$ cat config.mk
export PLATFORM = sky130hd
export DESIGN_NAME = pipe_hazard_ctrl
export DESIGN_NICKNAME = d
export VERILOG_FILES = /design/src/rtl/pipe_hazard_ctrl.sv
export SDC_FILE = /design/constraint.sdc
export NUM_CORES = 1
export LEC_CHECK = 0
export CAP_MARGIN = 30
export CELL_PAD_IN_SITES_DETAIL_PLACEMENT = 1
export CELL_PAD_IN_SITES_GLOBAL_PLACEMENT = 1
export CORE_ASPECT_RATIO = 1.4
export CORE_MARGIN = 2
export CORE_UTILIZATION = 47
export CTS_BUF_LIST = sky130_fd_sc_hd__clkbuf_4 sky130_fd_sc_hd__clkbuf_8
export DETAILED_ROUTE_END_ITERATION = 10
export DONT_BUFFER_PORTS = 1
export PLACE_DENSITY = 0.81
export SLEW_MARGIN = 20
export SYNTH_ARGS = -nofsm -noshare
export SYNTH_HDL_FRONTEND = slang
export SYNTH_SLANG_ARGS = --single-unit
$ cat constraint.sdc
create_clock -name clk -period 3.2 [get_ports clk]
set_input_delay 0.96 -clock clk [delete_from_list [all_inputs] [get_ports clk]]
set_output_delay 0.96 -clock clk [all_outputs]
set_load 0.02 [all_outputs]
$ cat src/rtl/pipe_hazard_ctrl.sv
// pipe_hazard_ctrl
//   Hazard and stall controller for a five-stage in-order pipeline.
//   - Detects load-use hazards and, without forwarding, all RAW hazards
//     against the EXE and MEM stages.
//   - Turns a taken branch into an IF/ID flush plus an ID/EX bubble.
//   - Freezes the whole pipeline while an SRAM access is outstanding.
//   - Latches a sticky error when the SRAM never answers.
//
// Configuration macro: FORWARDING_EN
//   defined   : a forwarding unit exists, so only load-use hazards stall.
//   undefined : any in-flight writer of a source register stalls.
//
// Parameters
//   MEM_TIMEOUT : MEM_WAIT cycles after which an access is declared hung
//   CNT_W       : width of the stall-cycle counter
//
// Ports
//   clk, rst                       clock, synchronous active-high reset
//   id_valid, src1, src2, two_src  ID-stage instruction and its sources
//   exe_dest, exe_wb_en,
//   exe_mem_r_en                   ID/EX register destination info
//   mem_dest, mem_wb_en            EX/MEM register destination info
//   br_taken                       branch resolved taken in EXE
//   mem_req, sram_ready            MEM-stage SRAM handshake
//   freeze_if                      hold the PC and the IF/ID register
//   bubble_id                      zero the ID/EX control fields
//   flush_if                       clear the IF/ID register
//   freeze_pipe                    hold every pipeline register
//   mem_timeout                    sticky hung-memory flag (registered)
//   stall_cycles                   saturating stall counter (registered)
module pipe_hazard_ctrl #(
  parameter int MEM_TIMEOUT = 15,
  parameter int CNT_W       = 16
) (
  input  logic             clk,
  input  logic             rst,
  input  logic             id_valid,
  input  logic [4:0]       src1,
  input  logic [4:0]       src2,
  input  logic             two_src,
  input  logic [4:0]       exe_dest,
  input  logic             exe_wb_en,
  input  logic             exe_mem_r_en,
  input  logic [4:0]       mem_dest,
  input  logic             mem_wb_en,
  input  logic             br_taken,
  input  logic             mem_req,
  input  logic             sram_ready,
  output logic             freeze_if,
  output logic             bubble_id,
  output logic             flush_if,
  output logic             freeze_pipe,
  output logic             mem_timeout,
  output logic [CNT_W-1:0] stall_cycles
);

  localparam int WCNT_RAW = $clog2(MEM_TIMEOUT + 1);
  localparam int WCNT_W   = (WCNT_RAW < 1) ? 1 : WCNT_RAW;
  localparam logic [WCNT_W-1:0] TIMEOUT_V = WCNT_W'(MEM_TIMEOUT);
  localparam logic [CNT_W-1:0]  CNT_MAX   = {CNT_W{1'b1}};

  typedef enum logic [1:0] {
    RUN      = 2'd0,
    MEM_WAIT = 2'd1,
    ERR      = 2'd2
  } state_t;

  state_t              state_r, state_s;
  logic [WCNT_W-1:0]   wait_cnt_r, wait_cnt_s;
  logic [CNT_W-1:0]    stall_cycles_r;
  logic                mem_timeout_r;
  logic                mem_stall_s;
  logic                freeze_raw_s;
  logic                hz_s;
  logic                stall_inc_s;

  // A source register collides with an in-flight writer. Register 0 is
  // hard-wired, so it never creates a dependency.
  function automatic logic src_hit(
    input logic [4:0] r,
    input logic [4:0] e_dest,
    input logic       e_wb,
    input logic       e_load,
    input logic [4:0] m_dest,
    input logic       m_wb
  );
    logic hit;
    hit = 1'b0;
    if (r != 5'd0) begin
`ifdef FORWARDING_EN
      // Forwarding covers everything except a load whose data is not yet read.
      hit = e_wb && e_load && (r == e_dest);
`else
      hit = (e_wb && (r == e_dest)) || (m_wb && (r == m_dest));
`endif
    end else begin
      hit = 1'b0;
    end
    return hit;
  endfunction

  // Hazard detection: src1 is always read, src2 only for two-source ops.
  always_comb begin
    hz_s = 1'b0;
    if (id_valid) begin
      hz_s = src_hit(src1, exe_dest, exe_wb_en, exe_mem_r_en, mem_dest, mem_wb_en) ||
             (two_src &&
              src_hit(src2, exe_dest, exe_wb_en, exe_mem_r_en, mem_dest, mem_wb_en));
    end else begin
      hz_s = 1'b0;
    end
  end

  // Memory-wait FSM next state, wait counter and raw freeze request.
  always_comb begin
    state_s      = state_r;
    wait_cnt_s   = wait_cnt_r;
    mem_stall_s  = mem_req && !sram_ready;
    freeze_raw_s = 1'b0;
    case (state_r)
      RUN: begin
        freeze_raw_s = mem_stall_s;
        if (mem_stall_s) begin
          state_s    = MEM_WAIT;
          wait_cnt_s = WCNT_W'(1);
        end else begin
          state_s    = RUN;
        end
      end
      MEM_WAIT: begin
        freeze_raw_s = mem_stall_s;
        if (sram_ready) begin
          // Ready releases the freeze in this very cycle.
          state_s    = RUN;
          wait_cnt_s = '0;
        end else if (wait_cnt_r == TIMEOUT_V) begin
          state_s    = ERR;
        end else begin
          wait_cnt_s = wait_cnt_r + WCNT_W'(1);
        end
      end
      ERR: begin
        // Only reset leaves ERR.
        freeze_raw_s = 1'b1;
        state_s      = ERR;
      end
      default: begin
        state_s      = RUN;
        wait_cnt_s   = '0;
        freeze_raw_s = 1'b0;
      end
    endcase
  end

  // Output priority: memory freeze > branch flush > data hazard; all quiet in reset.
  always_comb begin
    freeze_pipe = 1'b0;
    freeze_if   = 1'b0;
    bubble_id   = 1'b0;
    flush_if    = 1'b0;
    if (rst) begin
      freeze_pipe = 1'b0;
    end else if (freeze_raw_s) begin
      freeze_pipe = 1'b1;
    end else if (br_taken) begin
      flush_if    = 1'b1;
      bubble_id   = 1'b1;
    end else if (hz_s) begin
      freeze_if   = 1'b1;
      bubble_id   = 1'b1;
    end else begin
      freeze_pipe = 1'b0;
    end
    // A branch bubble is a squash, not a stall, so it is not counted.
    stall_inc_s = freeze_pipe || (bubble_id && !flush_if);
  end

  // State, wait counter, stall counter and sticky timeout flag.
  always_ff @(posedge clk) begin
    if (rst) begin
      state_r        <= RUN;
      wait_cnt_r     <= '0;
      stall_cycles_r <= '0;
      mem_timeout_r  <= 1'b0;
    end else begin
      state_r       <= state_s;
      wait_cnt_r    <= wait_cnt_s;
      mem_timeout_r <= (state_s == ERR);
      if (stall_inc_s && (stall_cycles_r != CNT_MAX)) begin
        stall_cycles_r <= stall_cycles_r + CNT_W'(1);
      end else begin
        stall_cycles_r <= stall_cycles_r;
      end
    end
  end

  assign stall_cycles = stall_cycles_r;
  assign mem_timeout  = mem_timeout_r;

endmodule

== Yosys cells after proc, flatten, opt, wreduce, memory -nomap -nowiden ==
Cells that the tools add are included.
Widths: inputs -> output; s select.
Word-level totals
  register bits after elaboration: 23
  input port bits: 30
  output and inout bits: 21
  word-level logic and storage cells: 63
Cells by class
  eq/ne operators: 11
  bitwise logic cells: 1
  multiplexer cells: 26
  reductions and logical operators: 19
  $add $sub $neg: 2
Operators with widths (number)
  $eq 5x5->1: 4
  $mux 1: 18
  $add 16x1->16 const B: 1
  $ne 16x16->1 const B: 1
  $mux 4: 3
  $pmux 4 s3: 1
  $reduce_bool 5->1: 2
  $logic_and 1x1->1: 8
  $pmux 2 s3: 1
  $add 4x1->4 const B: 1
  $eq 2x2->1 const B: 2
  $eq 4x4->1 const B: 1
  $logic_or 1x1->1: 4
  $mux 2: 2
  $ne 3x3->1 const B: 1
  $reduce_and 3->1: 1
  $eq 2x1->1 const B: 1
  $logic_not 1->1: 2
  $logic_not 2->1: 1
  $ne 2x2->1 const B: 1
  $pmux 1 s2: 1
  $reduce_or 2->1: 1
  $not 1->1: 1

== Depth between registers and ports, before layout ==
  word-level depth: 15
  mapped depth: 9
  mapped depth without buffers: 7

== Worst setup path before layout ==
No wires, ideal clock.
  kind: in2out
  start point: in exe_dest[3]
  end point: out bubble_id
  path buffers: 0
  data arrival time: 2.123 ns
  path slack: 0.117 ns
  data required time: 2.240 ns
  cell stages on the path: 6
  cell sequence: xor2_1 -> nor4_2 -> a32oi_1 -> o22ai_2 -> a21oi_1 -> nor2b_1
On the way
  longest elaborated chain between the ends: 12
Ends and longest elaborated chain
  start, declared: RTL line 41  | input logic [4:0] exe_dest,
  $eq 5x5->1: RTL line 94  | hit = (e_wb && (r == e_dest)) || (m_wb && (r == m_dest));
  $logic_and 1x1->1: RTL line 94
  $logic_or 1x1->1: RTL line 94
  $mux 1: RTL line 89  | if (r != 5'd0) begin
  $mux 1: RTL line 105  | if (id_valid) begin
  $logic_and 1x1->1: RTL line 107  | (two_src &&
  $logic_or 1x1->1 *: RTL line 106  | hz_s = src_hit(src1, exe_dest, exe_wb_en, exe_mem_r_en, mem_dest, mem_wb_en) ||
  $mux 1 *: RTL line 105
  $mux 1 *: RTL line 168  | end else if (hz_s) begin
  $mux 1 *: RTL line 165  | end else if (br_taken) begin
  $mux 1 *: RTL line 163  | end else if (freeze_raw_s) begin
  $mux 1 *: RTL line 161  | if (rst) begin
  end, declared: RTL line 50  | output logic bubble_id,
Mark *: on every way between the ends. The rest lies on a longest branch, timed or not. The select of a mux whose other input is x is not followed.

== Final worst setup path ==
  start point: in src2[1]
  end point: out bubble_id
On the way
  longest elaborated chain between the ends: 12
Ends and longest elaborated chain
  start, declared: RTL line 39  | input logic [4:0] src2,
  $eq 5x5->1: RTL line 94
  $logic_and 1x1->1: RTL line 94
  $logic_or 1x1->1: RTL line 94
  $mux 1 *: RTL line 89
  $mux 1 *: RTL line 105
  $logic_and 1x1->1 *: RTL line 107
  $logic_or 1x1->1 *: RTL line 106
  $mux 1 *: RTL line 105
  $mux 1 *: RTL line 168
  $mux 1 *: RTL line 165
  $mux 1 *: RTL line 163
  $mux 1 *: RTL line 161
Marks and branches as above.

==> results.md <==
* Clock transition at path regs at ~0.09 ns
* Library cells used by synthesis at 40
* Die height at a little over 70 µm
* Slew Limit Fails at 0
* Area of the multi-input gates at 1030 µm²
* Hold path cells at 2
* Clock network power share at 34.3%
* Peak VDD IR at 267 µV
* Via count at 1,383
* DR iter-0 viols at 20
* Clock root buffer: clkbuf_8
* Final wirelength at 4060 µm
* # clock sinks at 23
* Chip width at roughly 52 µm
* CTS Buf Count at 3
* Hold bufs inserted after CTS at 0
* Final hold violation count at 0
* TritonCTS clock tree: yes
* Reg2reg end: stall_cycles[11]
* Fillers at 376
* Arr. time, crit path at 2.16 ns
* Share of cells above drive strength 1 at about an eighth
* Die area at 3710 µm²
* WP data required at 2.24 ns
* Synthesized instance count at 182
* Drt drc at 0
* CP max FO at 3
* Fin Clk Skew at 0.00512 ns
* Core Area at 3090 µm²
* Most common cell after layout, fill and taps aside: dfxtp_1
* Area growth, synth to finish at 9.47%
* Antenna viol nets, final at 0
* Achievable frequency at 320 MHz
* Mapped Area at 1520 µm²
* I/O pin cnt at 51
* Gr usage total at 22.5%
* Syn_nets at 214
* # rows at 24
* Setup ws final at between 0.07 and 0.08 ns
* Post-synthesis sequential area ratio at 30.3%
* Gate power share at 12.4%
* Setup WS pre-CTS at -0.00902 ns
* CP Launch Type: primary input
* Ant. Diodes at 0
* Final Instance Area at 1660 µm²
* Initial antenna violation count at 0
* Flops & latches, synth at 23
* Register area at 460 µm²
* PwrDens at 332 nW/µm²
* Pin count of the biggest net entering global routing at 26
* Dpl cell area at 1570 µm²
* Pre-antenna DRT Iters at 4
* Switching part of the total power at 25.7%
* Hold path endpoint: mem_timeout
* Initial Util at 49.2%
* Static Leak at 0.568 nW
* Post-DR wirelength/cell at approximately 18 µm
* Net switching power figure at 142 µW
* Via density at between 6 and 7
* CTS Buffer Depth at 2
* Worst setup EP type: primary output
* Worst-skew pair later-pin latency at 0.27 ns
* Max Cap Violations at 0
* Hold Path Class: flip-flop to flip-flop
* Port Buffers at 0
* Synth Flop Type: dfxtp_1
* Rel. slew slack at 65.9%
* Dpl hpwl at just over 3000 µm
* Register-to-Register Path Depth at 7
* Final nets at 220
* Asr flop ratio synth at 0%
* FF-to-FF setup slack at 0.76 ns
* Synth Warn # at 0
* Commonest cells after routing, fill and taps aside: dfxtp_1, nor2_1, xor2_1
* Total gr overflow at 0
* Vias in the first global route at 1,512
* H-tree level count at 1
* RSZ-0062 raised after global routing: no
* Crit Path Class: primary input to primary output
* Final setup viols at 0
* Seq pwr share at between 50 and 60%
* Worst hold path startpoint: state_r[1]
* GP Congestion at between 0.7 and 0.8
* Status: completed
* Avg Synthesized Cell Area at ~8.4 µm²
* Period minus WS final at roughly 3.1 ns
* Final period util at 97.5%
* Reg2Reg Launch Point: state_r[1]
* Post-synth EDFFs at 0
* Worst-margin pin slew at 0.510 ns
* Power Internal at 410 µW
* First-pass GRT wire length at approximately 6500 µm
==> worst max-delay path, cell delays in order <==
cell     delay, ns
or4_1         0.54
o21ai_1       0.18
o22ai_2       0.12
a21oi_1       0.14
nor2b_1       0.06
buf_4         0.15
==> final cells by class <==
class                      instances  area share [%]
multi-input combinational        147            62.0
sequential                        23            27.7
timing repair buffer               7            3.16
tap                               39            2.93
clock buffer                       3            2.48
inverter                           6            1.35
clock inverter                     1           0.451
==> timing repair <==
action / CTS / global route
setup buffers: 1 / 1
endpoints found under the setup margin: 2 / 2
endpoints found under the hold margin: 0 / 0
cloned: 0 / 0
gates resized for setup: 1 / 3
pin swaps: 1 / 4
==> power by group through the flow <==
stage / registers, mW / logic, mW / clock network (mW)
3_3_place_gp: 0.301 / 0.0582 / 0
3_5_place_dp: 0.301 / 0.0618 / 0
2_1_floorplan: 0.299 / 0.0547 / 0
4_1_cts: 0.295 / 0.0633 / 0.194
6_report: 0.295 / 0.0683 / 0.190
5_1_grt: 0.295 / 0.0747 / 0.203
==> logic make-up (layout without fill, tap and decap cells) <==
| family | count (synthesis) | count (layout) | share of synthesized area [%] |
|---|---|---|---|
| muxes | 9 | 9 | 6.67 |
| and+or+nand+nor | 83 | 83 | 30.5 |
| buffers and inverters | 12 | 17 | 3.79 |
| AOI/OAI and AO/OA | 31 | 31 | 14.5 |
| adders and majority gates | 2 | 2 | 1.65 |
| DFF | 23 | 23 | 30.3 |
| xor gates and xnor gates | 22 | 22 | 12.7 |
==> per-stage QoR <==
step	hold slack (ns)	utilization, %	setup TNS, ns	power [mW]	instances
3_3_place_gp	0.471	50.8	0	0.359	220
2_1_floorplan	0.463	-	0	0.354	182
5_1_grt	0.562	53.8	0	0.573	226
6_report	0.522	53.8	0	0.553	226
4_1_cts	0.526	52.7	0	0.552	225
3_5_place_dp	0.512	50.8	-0.0128	0.363	220
==> registers in the layout, summed over array words and instances, names as in the netlist <==
register,flops
stall_cycles,16
wait_cnt_r,4
state_r,2
mem_timeout,1
==> worst max-delay path by stage <==
stage                            from   endpoint  cells after the start
after floorplan           exe_dest[3]  bubble_id                      6
after global placement        src1[3]  freeze_if                      5
after detailed placement  exe_dest[3]  freeze_if                      5
after CTS                 exe_dest[3]  bubble_id                      7
after global routing          src1[3]  bubble_id                      7
final                         src2[1]  bubble_id                      6
==> per-layer routing <==
| metal | track usage [%] | vias up | share of wire [%] |
|---|---|---|---|
| met1 | 22.8 | 675 | 36 |
| met4 | 8.19 | 0 | 2.0 |
| met3 | 4.17 | 7 | 5.2 |
| met5 | 0 | - | 0 |
| li1 | - | 666 | - |
| met2 | 43.6 | 35 | 56 |
==> cell usage after synthesis, drive strengths merged (2+ instances only) <==
| cell | count | share of area [%] |
|---|---|---|
| a21oi | 11 | 3.6 |
| a32oi | 2 | 1.2 |
| and2 | 5 | 2.1 |
| and3 | 3 | 1.2 |
| buf | 3 | 1.6 |
| clkbuf | 3 | 0.74 |
| dfxtp | 23 | 30 |
| ha | 2 | 1.6 |
| inv | 6 | 1.5 |
| mux2 | 9 | 6.7 |
| nand2 | 9 | 2.2 |
| nand2b | 2 | 0.82 |
| nand3 | 11 | 3.6 |
| nand4 | 3 | 1.2 |
| nor2 | 17 | 4.2 |
| nor2b | 9 | 3.7 |
| nor3 | 3 | 0.99 |
| nor4 | 11 | 5.3 |
| nor4b | 2 | 1.2 |
| o21ai | 8 | 2.6 |
| o311ai | 2 | 1.2 |
| o41ai | 2 | 1.2 |
| or3 | 3 | 1.2 |
| or4 | 2 | 0.99 |
| xnor2 | 4 | 2.3 |
| xor2 | 18 | 10 |
Power figures use the tool's default switching activity.
